===== config.mk =====
export PLATFORM = sky130hd
export DESIGN_NAME = multicycle_control
export DESIGN_NICKNAME = d
export VERILOG_FILES = /design/src/rtl/multicycle_control.sv
export SDC_FILE = /design/constraint.sdc
export NUM_CORES = 1
export LEC_CHECK = 0
export BUFFER_PORTS_ARGS = -buffer_cell sky130_fd_sc_hd__buf_2
export CAP_MARGIN = 20
export CORE_ASPECT_RATIO = 1.5
export CORE_MARGIN = 2
export CORE_UTILIZATION = 45
export CTS_BUF_LIST = sky130_fd_sc_hd__clkbuf_8 sky130_fd_sc_hd__clkbuf_16
export DETAILED_ROUTE_END_ITERATION = 8
export GPL_TIMING_DRIVEN = 0
export PLACE_DENSITY = 0.73
export RECOVER_POWER = 100
export SYNTH_ARGS = -nofsm -noshare
export SYNTH_HDL_FRONTEND = slang
export SYNTH_SLANG_ARGS = --single-unit

===== constraint.sdc =====
create_clock -name clk -period 1.66 [get_ports clk]
set_input_delay 0.166 -clock clk [delete_from_list [all_inputs] [get_ports clk]]
set_output_delay 0.166 -clock clk [all_outputs]
set_load 0.005 [all_outputs]

===== src/rtl/multicycle_control.sv =====
// multicycle_control: multi-cycle control FSM for the 16-bit CPU.
// Sequences FETCH -> DECODE -> EXEC -> MEM -> WB for one instruction at a time and drives the
// PC, IR, register-file, ALU and memory enables. Outputs are Moore from state + latched op,
// except for the live opcode in DECODE, zero in EXEC and mem_ready in FETCH/MEM.
// A watchdog halts the FSM with a sticky mem_err when memory never answers.
//
// Optional feature: define CTRL_PERF_CNT_EN to build the retired-instruction counter.
//
// Ports:
//   clk, rst_n            clock (rising edge), asynchronous active-low reset
//   opcode, func          instruction fields from instruction_decode, valid in DECODE
//   zero                  ALU zero flag, sampled in EXEC
//   mem_ready             memory completes the current access this cycle
//   pc_write, pc_src      PC load strobe and source (0 PC+2, 1 branch, 2 jump)
//   ir_write              IR load strobe
//   mem_read, mem_write   memory requests; iord selects address (0 PC, 1 ALU)
//   alu_op, alu_src_imm   ALU operation, B operand from sign-extended imm6
//   reg_write, reg_dst_rd, mem_to_reg   register-file write controls
//   illegal_op            one-cycle pulse on an undefined opcode
//   mem_err, halted       sticky memory timeout flag, FSM in HALT
//   instr_count           retired instructions (tied to 0 without CTRL_PERF_CNT_EN)
module multicycle_control #(
  parameter int unsigned MEM_TIMEOUT = 15,
  parameter int unsigned CNT_W       = 16
) (
  input  logic             clk,
  input  logic             rst_n,
  input  logic [3:0]       opcode,
  input  logic [2:0]       func,
  input  logic             zero,
  input  logic             mem_ready,
  output logic             pc_write,
  output logic [1:0]       pc_src,
  output logic             ir_write,
  output logic             mem_read,
  output logic             mem_write,
  output logic             iord,
  output logic [2:0]       alu_op,
  output logic             alu_src_imm,
  output logic             reg_write,
  output logic             reg_dst_rd,
  output logic             mem_to_reg,
  output logic             illegal_op,
  output logic             mem_err,
  output logic             halted,
  output logic [CNT_W-1:0] instr_count
);

  localparam int unsigned WaitW = $clog2(MEM_TIMEOUT + 1);

  localparam logic [3:0] OpR    = 4'h0;
  localparam logic [3:0] OpAddi = 4'h1;
  localparam logic [3:0] OpAndi = 4'h2;
  localparam logic [3:0] OpOri  = 4'h3;
  localparam logic [3:0] OpSlti = 4'h4;
  localparam logic [3:0] OpLw   = 4'h5;
  localparam logic [3:0] OpSw   = 4'h6;
  localparam logic [3:0] OpBeq  = 4'h7;
  localparam logic [3:0] OpBne  = 4'h8;
  localparam logic [3:0] OpJ    = 4'h9;
  localparam logic [3:0] OpHalt = 4'hF;

  typedef enum logic [2:0] {StFetch, StDecode, StExec, StMem, StWb, StHalt} state_e;

  state_e           state_q, state_d;
  logic [3:0]       op_q;
  logic [2:0]       func_q;
  logic [WaitW-1:0] wait_q, wait_d;
  logic             mem_err_q, mem_err_d;
  logic             timeout;
  logic             dec_illegal;
  logic             is_branch;

  assign dec_illegal = (opcode >= 4'hA) && (opcode <= 4'hE);
  assign is_branch   = (op_q == OpBeq) || (op_q == OpBne);

  // A ready arriving on the timeout cycle still completes the access.
  assign timeout = ((state_q == StFetch) || (state_q == StMem)) && !mem_ready &&
                   (wait_q == WaitW'(MEM_TIMEOUT));

  // State register
  always_ff @(posedge clk or negedge rst_n) begin
    if (!rst_n) begin
      state_q   <= StFetch;
      op_q      <= 4'h0;
      func_q    <= 3'h0;
      wait_q    <= '0;
      mem_err_q <= 1'b0;
    end else begin
      state_q   <= state_d;
      wait_q    <= wait_d;
      mem_err_q <= mem_err_d;
      if (state_q == StDecode) begin
        op_q   <= opcode;
        func_q <= func;
      end
    end
  end

  // Next-state logic
  always_comb begin
    state_d = state_q;
    case (state_q)
      StFetch: begin
        if (mem_ready)    state_d = StDecode;
        else if (timeout) state_d = StHalt;
      end
      StDecode: begin
        if (opcode == OpJ || dec_illegal) state_d = StFetch;
        else if (opcode == OpHalt)        state_d = StHalt;
        else                              state_d = StExec;
      end
      StExec: begin
        if (is_branch)                         state_d = StFetch;
        else if (op_q == OpLw || op_q == OpSw) state_d = StMem;
        else                                   state_d = StWb;
      end
      StMem: begin
        if (mem_ready)    state_d = (op_q == OpLw) ? StWb : StFetch;
        else if (timeout) state_d = StHalt;
      end
      StWb:    state_d = StFetch;
      StHalt:  state_d = StHalt;
      default: state_d = StFetch;
    endcase

    // Wait counter only advances while stalled; any state change restarts it.
    if (state_d != state_q) wait_d = '0;
    else if (((state_q == StFetch) || (state_q == StMem)) && !mem_ready)
      wait_d = wait_q + WaitW'(1);
    else wait_d = wait_q;

    mem_err_d = mem_err_q | timeout;
  end

  // Output logic
  always_comb begin
    pc_write    = 1'b0;
    pc_src      = 2'd0;
    ir_write    = 1'b0;
    mem_read    = 1'b0;
    mem_write   = 1'b0;
    iord        = 1'b0;
    alu_op      = 3'b000;
    alu_src_imm = 1'b0;
    reg_write   = 1'b0;
    reg_dst_rd  = 1'b0;
    mem_to_reg  = 1'b0;
    illegal_op  = 1'b0;
    case (state_q)
      StFetch: begin
        mem_read = 1'b1;
        if (mem_ready) begin
          ir_write = 1'b1;
          pc_write = 1'b1;
        end
      end
      StDecode: begin
        if (opcode == OpJ) begin
          pc_write = 1'b1;
          pc_src   = 2'd2;
        end
        illegal_op = dec_illegal;
      end
      StExec: begin
        case (op_q)
          OpR: alu_op = func_q;
          OpAddi, OpLw, OpSw: begin
            alu_op      = 3'b000;
            alu_src_imm = 1'b1;
          end
          OpAndi: begin
            alu_op      = 3'b010;
            alu_src_imm = 1'b1;
          end
          OpOri: begin
            alu_op      = 3'b011;
            alu_src_imm = 1'b1;
          end
          OpSlti: begin
            alu_op      = 3'b100;
            alu_src_imm = 1'b1;
          end
          OpBeq, OpBne: begin
            alu_op   = 3'b001;
            pc_write = (op_q == OpBeq) ? zero : !zero;
            pc_src   = pc_write ? 2'd1 : 2'd0;
          end
          default: ;
        endcase
      end
      StMem: begin
        iord      = 1'b1;
        mem_read  = (op_q == OpLw);
        mem_write = (op_q == OpSw);
      end
      StWb: begin
        reg_write  = 1'b1;
        reg_dst_rd = (op_q == OpR);
        mem_to_reg = (op_q == OpLw);
      end
      default: ;
    endcase
  end

  assign mem_err = mem_err_q;
  assign halted  = (state_q == StHalt);

`ifdef CTRL_PERF_CNT_EN
  logic             retire;
  logic [CNT_W-1:0] cnt_q;

  // High on the final cycle of every instruction except halt.
  always_comb begin
    retire = 1'b0;
    case (state_q)
      StDecode: retire = (opcode == OpJ) || dec_illegal;
      StExec:   retire = is_branch;
      StMem:    retire = mem_ready && (op_q == OpSw);
      StWb:     retire = 1'b1;
      default:  retire = 1'b0;
    endcase
  end

  always_ff @(posedge clk or negedge rst_n) begin
    if (!rst_n)      cnt_q <= '0;
    else if (retire) cnt_q <= cnt_q + CNT_W'(1);
  end

  assign instr_count = cnt_q;
`else
  assign instr_count = '0;
`endif

endmodule

==> reports/qor.json <==
{
  "outcome": {
    "outcome": "complete, but fails checks",
    "failing_checks": "setup timing"
  },
  "finish": {
    "share_of_final_layout_standard_cells_stronger_than_drive_strength_1_pct": 43.9,
    "layout-area-overhead-vs-synth_pct": 34.5,
    "fillCellCount": 242,
    "net_total_in_the_final_layout": 211,
    "layout.core_utilization_pct": 62.4,
    "antenna-diode-count": 0,
    "finalInstanceArea_sq_um": 1640
  },
  "setup_path": {
    "cp.arrival_ns": 1.57,
    "endpoint_kind": "output pin",
    "startpoint_type": "register",
    "timing.critical_path.cells": "or3b_1 > buf_6 > nor4_2 > buf_2",
    "critPathMaxStageDelay_ns": 0.42,
    "cp_data_required_time_ns": 1.49,
    "criticalPathCategory": "reg -> out",
    "worst_path_max_delay_cell": "dfrtp_2",
    "crit-reg2reg-launch": "state_q[2]$_DFF_PN0_",
    "critical_path_buffer_and_inverter_count": 2,
    "path_delay_family": "simple AND/OR/NAND/NOR gates",
    "regToRegEndpoint": "op_q[2]$_DFFE_PN0P_",
    "reg2reg_setup_slack_ns": 0,
    "timing.reg2reg.worst_path_depth": 4,
    "crit_path_max_fanout": 7
  },
  "sta": {
    "final_clock_skew_ns": 0.00295,
    "slew_viol_final": 0,
    "setup_tns_ns": -0.160,
    "min_clock_period_post_route_ns": 1.73,
    "finalHoldViolCount": 0,
    "post-route-period-util_pct": 104,
    "setup_violations_final": 6,
    "setup_repair_after_global_routing_missed_its_margin": "yes",
    "postLayoutSetupSlackWorst_ns": -0.0723,
    "maxSlewHeadroom_pct": 44.7,
    "tightest_slew_ns": 0.829,
    "max_freq_mhz": 577
  },
  "synthesis": {
    "synth.avg_cell_area_sq_um": 8.56,
    "synth.top_cells.by_area": "dfrtp_1 (31%), buf_4 (12%), mux2_2 (4.6%), nor2_1 (3.4%), o21ai_0 (3.3%)",
    "top_cell_type_s_share_of_synthesized_area_pct": 30.9,
    "post-synth-top-area-cell": "dfrtp_1",
    "ys_async_sr_fraction_pct": 100,
    "syn_inst": 142,
    "yosysWarnings": 0,
    "dominant_combinational_cell_family_by_area_after_synthesis": "simple AND/OR/NAND/NOR gates",
    "postSynth.topFlopCell": "dfrtp_1",
    "postSynthRegisterBits": 15,
    "yosys.area_share.xor_xnor_pct": 2.78,
    "share_of_the_yosys_chip_area_belonging_to_registers_pct": 30.9,
    "post_synth_mux_area_share_pct": 4.63,
    "synth_edf_count": 0,
    "yosysUniqueCellTypes": 46,
    "synth-adder-area-share_pct": 1.03,
    "synth_compound_gate_area_share_pct": 17.4,
    "synth-simple-area-share_pct": 28.1,
    "syn_area_sq_um": 1220
  },
  "floorplan": {
    "coreArea_sq_um": 2620,
    "initial_util_pct": 46.4,
    "dieHeight_microns": 67.7,
    "fp.dieW_microns": 46.4,
    "die_area_sq_um": 3140,
    "fp-row-count": 23,
    "io_pins": 44
  },
  "clock_network": {
    "cts_tree": "yes",
    "cts.clk_slew.worst_paths_ns": 0.07,
    "tritoncts.num_buffers": 3,
    "clock_sinks": 15,
    "worst_skew_pair.late_latency_ns": 0.26,
    "cts_buffer_depth": 2,
    "clock_tree.root_cell": "clkbuf_8",
    "ctsHtreeMaxLevel": 1
  },
  "route": {
    "routed_wire_per_std_cell_microns": 12.8,
    "drcViolationCount": 0,
    "drt_first_pass_iters": 4,
    "drt.antenna.violating_nets": 0,
    "via_count": 1210,
    "dr.first_iter.drc_count": 16,
    "via_per_inst": 5.15,
    "wl_microns": 3010
  },
  "grt": {
    "grt_start_max_net_pins": 16,
    "via_count_of_the_first_global_routing_pass": 1106,
    "grt_first_pass_wirelength_microns": 4830,
    "overflow": 0,
    "grt_antenna_before_repair": 0,
    "grtUsageTotal_pct": 21.0
  },
  "worst_hold_path": {
    "hold_path_depth": 2,
    "timing.hold.worst.class": "in -> reg",
    "holdPathEnd": "func_q[1]$_DFFE_PN0P_",
    "hold_path_startpoint": "func[1]"
  },
  "placed_design": {
    "dp.final_hpwl_microns": 2220,
    "place_area_sq_um": 1450,
    "numPortBuffers": 27,
    "gpl.final_weighted_congestion": 0.762
  },
  "power_and_ir_drop": {
    "pwr-share-clk_pct": 13.2,
    "switching_power_w": 0.00105,
    "peakVddDrop_mv": 0.951,
    "cell_internal_pwr_w": 0.00134,
    "power_frac_seq_pct": 25.5,
    "power.leakage_nw": 0.793,
    "power_density_nw_per_um2": 1460,
    "combPwrFrac_pct": 61.3,
    "swShare_pct": 44.1
  },
  "job": {
    "drv_cap": 0
  }
}
==> layout make-up <==
type	instances	area, sq um	area share (%)
plain buffers	23	178	10.9
clock buffers	3	41.3	2.52
clock inverters	1	7.51	0.459
inverters	5	18.8	1.15
multi-input cells	114	762	46.6
flip-flops and latches	15	380	23.3
well taps	37	46.3	2.83
repair buffers	37	201	12.3
==> power by group through the flow <==
| stage | registers [W] | logic [W] | clock network, W |
|---|---|---|---|
| 2_1_floorplan | 0.000586 | 0.000921 | 0 |
| 3_3_place_gp | 0.000616 | 0.00116 | 0 |
| 3_5_place_dp | 0.000623 | 0.00119 | 0 |
| 4_1_cts | 0.000600 | 0.00138 | 0.000326 |
| 5_1_grt | 0.000624 | 0.00162 | 0.000338 |
| 6_report | 0.000609 | 0.00146 | 0.000317 |
==> synthesized netlist by cell type, types with 2 or more instances <==
cell type,count
nand2_1,9
a211oi_1,2
nand4_1,3
o21ai_1,2
inv_1,4
nand3_1,4
mux2_2,5
and3b_1,2
nor2_1,11
and3_1,5
a21oi_1,5
nand2b_1,2
nor2b_1,2
a21oi_2,2
o21ai_0,8
dfrtp_1,15
or3_1,3
o31ai_1,3
nor4_2,2
buf_4,19
buf_2,4
nor3_1,6
==> kinds of logic (layout without fill, tap and decap cells) <==
group / count (synthesis) / count (layout)
fa+ha+maj: 1 / 1
other cells: 1 / 16
simple gates: 58 / 58
flops: 15 / 15
compound gates: 31 / 31
mux: 5 / 5
buf+inv: 28 / 69
xor+xnor: 3 / 3
==> layer usage <==
layer  part of all wire, %  up-vias  routed length [microns]  GRT usage (%)
met4                   1.5        0                       46           7.50
met5                     0        -                        0              0
met3                   4.3        7                      129           2.41
met2                    59       38                     1780           39.9
li1                      -      586                        -              -
met1                    35      579                     1060           22.4
==> cell usage in the layout, fill, tap and decap left out, drive strengths merged, types with 3 or more instances in the layout <==
master  synthesis  layout
inv             5       5
a21oi           7       7
nand3           4       4
dfrtp          15      15
or3             3       3
clkbuf          0       8
nor2           12      12
o21ai          10      10
mux2            5       5
a211oi          3       3
nand4           3       3
o31ai           3       3
nand2          10      10
nor3            6       6
and3            5       5
conb            1      16
buf            23      54
==> per-stage QoR <==
step | total power (W) | cells | setup WS [ns] | hold slack, ns
floorplan | 0.00151 | 157 | 0.250 | -0.130
global placement | 0.00178 | 221 | 0.0637 | 0.0813
detailed placement | 0.00182 | 221 | 0.0421 | 0.0884
CTS | 0.00230 | 233 | -0.0795 | 0.135
global route | 0.00258 | 235 | -0.139 | 0.137
finish | 0.00239 | 235 | -0.0723 | 0.136
==> how the worst max path moves through the flow <==
| stage | start | cells past startpoint | slack [ns] | endpoint |
|---|---|---|---|---|
| 4_1_cts | state_q[0]$_DFF_PN0_ | 4 | -0.08 | alu_op[1] |
| 2_1_floorplan | op_q[0]$_DFFE_PN0P_ | 5 | 0.25 | pc_write |
| 3_5_place_dp | op_q[0]$_DFFE_PN0P_ | 6 | 0.04 | pc_write |
| 6_report | state_q[0]$_DFF_PN0_ | 4 | -0.07 | alu_op[1] |
| 5_1_grt | state_q[0]$_DFF_PN0_ | 5 | -0.14 | pc_write |
| 3_3_place_gp | state_q[2]$_DFF_PN0_ | 5 | 0.06 | pc_write |
==> timing repair <==
item	in CTS	in global routing
resized for setup	9	14
pin swaps	5	6
hold endpoints to repair	15	0
buffers inserted	7	2
hold buffers	1	0
endpoints found under the setup margin	9	15
==> state kept, by name (all words and copies together), names as in the netlist <==
signal,flops
func_q,3
mem_err,1
op_q,4
state_q,3
wait_q,4
No activity file was read; power rests on OpenSTA's default activity.
